--- src/rtl/mult_ctrl_pkg.sv ---
// Shared constants for the time-shared multiplier controller: operand/product
// widths and the legacy-compatible FSM state encoding.
package mult_ctrl_pkg;

  localparam int unsigned W  = 4;
  localparam int unsigned PW = 2 * W;

  localparam logic [1:0] S_IDLE = 2'd0;
  localparam logic [1:0] S_MUL  = 2'd1;
  localparam logic [1:0] S_RESP = 2'd2;

endpackage

--- src/rtl/array_mult4.sv ---
// Combinational 4x4 unsigned array multiplier: rows of ripple full-adder cells
// accumulate shifted partial products, retiring one product bit per row.
module array_mult4
  import mult_ctrl_pkg::*;
(
  input  logic [W-1:0]  a_i,
  input  logic [W-1:0]  b_i,
  output logic [PW-1:0] p_o
);

  logic [W:0]   acc;
  logic [W-1:0] sum;
  logic         carry;
  logic         pp;

  // acc[W:1] is the running sum still to be combined; acc[0] is the bit just retired.
  always_comb begin
    p_o   = '0;
    sum   = '0;
    carry = 1'b0;
    pp    = 1'b0;
    acc   = {1'b0, a_i & {W{b_i[0]}}};
    p_o[0] = acc[0];
    for (int unsigned i = 1; i < W; i++) begin
      carry = 1'b0;
      for (int unsigned j = 0; j < W; j++) begin
        pp     = a_i[j] & b_i[i];
        sum[j] = acc[j+1] ^ pp ^ carry;
        carry  = (acc[j+1] & pp) | (acc[j+1] & carry) | (pp & carry);
      end
      acc    = {carry, sum};
      p_o[i] = acc[0];
    end
    p_o[PW-1:W] = acc[W:1];
  end

endmodule

--- src/rtl/mult_share_ctrl.sv ---
// Round-robin controller time-sharing one registered array multiplier among
// NREQ requesters; one operation in flight, IDLE -> MUL -> RESP -> IDLE.
module mult_share_ctrl
  import mult_ctrl_pkg::*;
#(
  parameter int unsigned NREQ = 4,
  parameter int unsigned W    = 4
) (
  input  logic                clk,
  input  logic                rst,
  input  logic [NREQ-1:0]     req_valid,
  output logic [NREQ-1:0]     req_ready,
  input  logic [NREQ*W-1:0]   req_x,
  input  logic [NREQ*W-1:0]   req_y,
  output logic [NREQ-1:0]     rsp_valid,
  input  logic [NREQ-1:0]     rsp_ready,
  output logic [2*W-1:0]      rsp_p,
  output logic [2:0]          rsp_id,
  output logic                busy
);

  logic [1:0]     state_q, state_d;
  logic [2:0]     ptr_q, ptr_d;
  logic [2:0]     id_q, id_d;
  logic [W-1:0]   x_q, x_d, y_q, y_d;
  logic [2*W-1:0] p_q, p_d;
  logic [2*W-1:0] prod;
  logic [3:0]     pick;
  logic [W-1:0]   sel_x, sel_y;
  logic           rsp_ack;

  // Returns {found, index}: first valid requester above ptr, then wrapping to 0..ptr.
  function automatic logic [3:0] rr_pick(input logic [NREQ-1:0] valid,
                                         input logic [2:0]      ptr);
    logic       found;
    logic [2:0] sel;
    found = 1'b0;
    sel   = '0;
    for (int unsigned i = 0; i < NREQ; i++) begin
      if (!found && valid[i] && (i > 32'(ptr))) begin
        found = 1'b1;
        sel   = 3'(i);
      end
    end
    for (int unsigned i = 0; i < NREQ; i++) begin
      if (!found && valid[i] && (i <= 32'(ptr))) begin
        found = 1'b1;
        sel   = 3'(i);
      end
    end
    return {found, sel};
  endfunction

  array_mult4 u_mult (
    .a_i (x_q),
    .b_i (y_q),
    .p_o (prod)
  );

  always_comb begin
    pick      = rr_pick(req_valid, ptr_q);
    req_ready = '0;
    rsp_valid = '0;
    sel_x     = '0;
    sel_y     = '0;
    for (int unsigned i = 0; i < NREQ; i++) begin
      if (pick[2:0] == 3'(i)) begin
        sel_x = req_x[i*W +: W];
        sel_y = req_y[i*W +: W];
      end
      req_ready[i] = (state_q == S_IDLE) && !rst && pick[3] && (pick[2:0] == 3'(i));
      rsp_valid[i] = (state_q == S_RESP) && (id_q == 3'(i));
    end
    rsp_ack = |(rsp_valid & rsp_ready);
  end

  always_comb begin
    state_d = state_q;
    ptr_d   = ptr_q;
    id_d    = id_q;
    x_d     = x_q;
    y_d     = y_q;
    p_d     = p_q;
    case (state_q)
      S_IDLE: begin
        if (pick[3]) begin
          state_d = S_MUL;
          x_d     = sel_x;
          y_d     = sel_y;
          id_d    = pick[2:0];
        end
      end
      S_MUL: begin
        p_d     = prod;
        state_d = S_RESP;
      end
      S_RESP: begin
        if (rsp_ack) begin
          ptr_d   = id_q;
          state_d = S_IDLE;
        end
      end
      default: state_d = S_IDLE;
    endcase
  end

  always_ff @(posedge clk) begin
    if (rst) begin
      state_q <= S_IDLE;
      ptr_q   <= 3'(NREQ - 1);
      id_q    <= '0;
      x_q     <= '0;
      y_q     <= '0;
      p_q     <= '0;
    end else begin
      state_q <= state_d;
      ptr_q   <= ptr_d;
      id_q    <= id_d;
      x_q     <= x_d;
      y_q     <= y_d;
      p_q     <= p_d;
    end
  end

  assign rsp_p  = p_q;
  assign rsp_id = id_q;
  assign busy   = (state_q != S_IDLE);

endmodule

--- config.mk ---
export PLATFORM = sky130hd
export DESIGN_NAME = mult_share_ctrl
export DESIGN_NICKNAME = d
export VERILOG_FILES = /design/src/rtl/mult_ctrl_pkg.sv /design/src/rtl/array_mult4.sv /design/src/rtl/mult_share_ctrl.sv
export SDC_FILE = /design/constraint.sdc
export NUM_CORES = 1
export LEC_CHECK = 0
export BUFFER_PORTS_ARGS = -buffer_cell sky130_fd_sc_hd__buf_2
export CORE_UTILIZATION = 45
export DETAILED_ROUTE_END_ITERATION = 8
export HOLD_SLACK_MARGIN = 0.08
export PLACE_DENSITY_LB_ADDON = 0.1
export SLEW_MARGIN = 10
export SYNTH_ARGS = -nofsm -noshare
export SYNTH_HDL_FRONTEND = slang
export SYNTH_SLANG_ARGS = --single-unit
--- constraint.sdc ---
create_clock -name clk -period 3.4 [get_ports clk]
set_input_delay 0.17 -clock clk [delete_from_list [all_inputs] [get_ports clk]]
set_output_delay 0.17 -clock clk [all_outputs]
set_load 0.02 [all_outputs]
==> key figures <==
Worst setup path
  – Worst EP required: 3.51 ns
  – Worst Path Arrival: 3.69 ns
  – CP max FO: 4
  – Critical Path Sink Type: register
  – Worst Setup Path Type: register to register
  – CP Launch Type: register

Synth
  – Post-synth EDFFs: 0
  – Commonest cells post-synth: nor2_1 (24), dfxtp_1 (22), inv_1 (14), and2_1 (13), a21oi_1 (12)
  – Synth cell types: 53
  – Top post-synthesis cells by area: dfxtp_1 (25%), fa_1 (9.1%), nor2_1 (5.1%)
  – Post-synthesis cell count: 206
  – Leading area contributor after synthesis: dfxtp_1
  – Most common flop cell mapped by yosys: dfxtp_1
  – Post-synthesis async set-or-reset flop share: 0
  – #FFs+latches synth: 22
  – Yosys top cell area share: 0.251
  – Mapped Nets: 260
  – Most frequent cell after synthesis: nor2_1
  – Seq/Total Area, Yosys: 0.251
  – Synthesized area: 1760 µm²
  – Post-Syn Area per Cell: 8.53 µm²
  – Syn. warnings: 0

Global routing
  – Initial antenna violation count: 0
  – Vias in the first global route: 1,514
  – First-pass GRT wire length: 6780 µm
  – Largest net degree at the start of global routing: 25
  – Overall routing resource usage: 0.205
  – Grt total ovfl: 0

Route
  – DRC Markers: 0
  – DRT Pass-1 Iters: 4
  – Via count: 1,646
  – Vias per std cell: 5.31
  – Antenna-violating nets left: 0
  – Total wire length: 3910 µm
  – DR iter-0 viols: 54
  – Wire per inst: 12.6 µm

Timing
  – FMAX: 0.279 GHz
  – Least-Margin Pin Slew: 1.03 ns
  – Hold Vio Cnt, Final: 0
  – Final Worst Setup Slack: -0.181 ns
  – Setup Viol. Count Final: 2
  – Tmin final: 3.58 ns
  – Clock skew: 0.00430 ns
  – Crit share post-route: 1.05
  – Headroom to the max-slew limit: 0.315
  – RSZ-0062 raised after global routing: true
  – Final slew viol count: 0

Power and ir drop
  – Peak supply drop: 0.169 mV
  – Leakage power: 0.975 nW
  – Design Power: 857 µW
  – PD cells: 394 nW/µm²

Clock tree
  – Deepest clock path buffer count: 2
  – Clock root cell: clkbuf_8
  – CTS tree: built
  – Clk_lat worst skew: 0.26 ns
  – H-Tree Level Count: 1
  – CTS Buf Count: 3
  – CTS sink count: 22
  – Clock-pin transition on the worst setup and hold timing paths: 0.08 ns

Layout
  – Share of layout cells above drive strength 1: 0.389
  – Ant diodes: 0
  – Register Area: 445 µm²
  – Area delta synth->final: 23.8%
  – Footprint of the multi-input gates: 1210 µm²
  – Nets: 318
  – # fillers: 381
  – Fin cells: 310

Die
  – I/O Pins: 62
  – Chip height: 64.5 µm
  – Initial core utilization: 0.473
  – Core box area: 3720 µm²
  – Full die area: 4160 µm²
  – Row cnt: 22
  – Die X: 64.5 µm

Outcome
  – Status: complete, but fails checks
  – Failing checks: negative setup slack

Placed design
  – Post-DP HPWL: 3060 µm
  – IO Port Bufs: 60
  – Cell Count Post-Placement: 306
  – Gpl congestion: 0.748

Run
  – MaxCap Viol Count: 0

Worst hold path
  – Hold Crit Class: input pin to register
cells by family after synthesis:
kind of cell,after synthesis,share of synthesized area
compound gates,67,0.296
fa+ha+maj,12,0.120
buf+inv,29,0.0904
flops,22,0.251
mux,6,0.0349
other cells,1,0.00213
simple gates,69,0.206
power breakdown:
group	switching (mW)	total, mW	internal [mW]
registers	0.0382	0.338	0.300
logic	0.191	0.356	0.165
clock network	0.0842	0.163	0.0791
total	0.313	0.857	0.544
path summary, 6_finish.rpt:
check	depth (start not counted)	startpoint	slack (ns)	to
hold / removal	3	req_y[13]	0.21	y_q[1]$_SDFFE_PP0P_
setup reg to reg	13	y_q[1]$_SDFFE_PP0P_	-0.18	rsp_p[6]$_SDFFE_PP0N_
setup / recovery	13	y_q[1]$_SDFFE_PP0P_	-0.18	rsp_p[6]$_SDFFE_PP0N_
hold reg to reg	2	rsp_p[0]$_SDFFE_PP0N_	0.47	rsp_p[0]$_SDFFE_PP0N_
cell type report:
class / instances / area share
sequential: 22 / 0.205
multi-input combinational: 155 / 0.559
clock buffer: 3 / 0.0190
tap: 48 / 0.0276
timing repair buffer: 68 / 0.166
inverter: 14 / 0.0242
routing by layer:
| metal | vias up | track usage | wire length, µm |
|---|---|---|---|
| li1 | 846 | - | - |
| met1 | 749 | 0.293 | 2020 |
| met2 | 47 | 0.320 | 1690 |
| met3 | 4 | 0.0194 | 143 |
| met4 | 0 | 0.0750 | 54 |
| met5 | - | 0 | 0 |
flip-flops by register name, summed over array words and instances (netlist names):
name     cells
ptr_q        2
rsp_p        8
y_q          4
x_q          4
state_q      2
rsp_id       2
metrics by stage:
step / setup slack (ns) / area, µm² / hold WS (ns) / setup TNS, ns / utilization
6_report: -0.181 / 2170 / 0.207 / -0.218 / 0.585
5_1_grt: -0.306 / 2170 / 0.231 / -0.457 / 0.585
4_1_cts: -0.186 / 2170 / 0.204 / -0.243 / 0.584
3_5_place_dp: -0.243 / 2100 / 0.456 / -0.384 / 0.566
3_3_place_gp: -0.206 / 2100 / 0.457 / -0.299 / 0.566
2_1_floorplan: -0.144 / 1800 / 0.374 / -0.185 / -
repair_timing:
| item | CTS | global route |
|---|---|---|
| hold endpoints to repair | 0 | 0 |
| pin swaps | 5 | 0 |
| hold buffers | 0 | 0 |
| setup endpoints to repair | 2 | 2 |
| buffers inserted | 1 | 0 |
| resized for setup | 7 | 1 |
worst max-delay path, stage by stage (launching register included):
cell	delay, ns
dfxtp_2	0.35
and2_4	0.15
ha_4	0.12
fa_2	0.18
inv_2	0.03
fa_1	0.49
fa_2	0.20
inv_2	0.04
fa_2	0.52
inv_2	0.04
fa_2	0.37
fa_2	0.34
fa_2	0.54
a211oi_2	0.06
cells in the final DEF (no fill, tap or decap), types with 2 or more instances in the layout:
cell / count
nand2b_1: 4
nor3_1: 2
buf_4: 8
inv_1: 9
inv_2: 5
mux2i_1: 5
nor2b_1: 6
a211oi_1: 4
and2_1: 11
buf_2: 60
or3_1: 7
ha_4: 2
a221oi_1: 7
and2_4: 2
nand2_1: 6
a211o_1: 2
o21ai_0: 4
a211oi_2: 2
o22ai_1: 8
fa_2: 6
clkbuf_8: 3
a21oi_4: 2
nor2_1: 24
a21oi_1: 12
fa_1: 2
o21bai_1: 7
dfxtp_2: 4
dfxtp_1: 18
(Power assumes the default switching activity.)
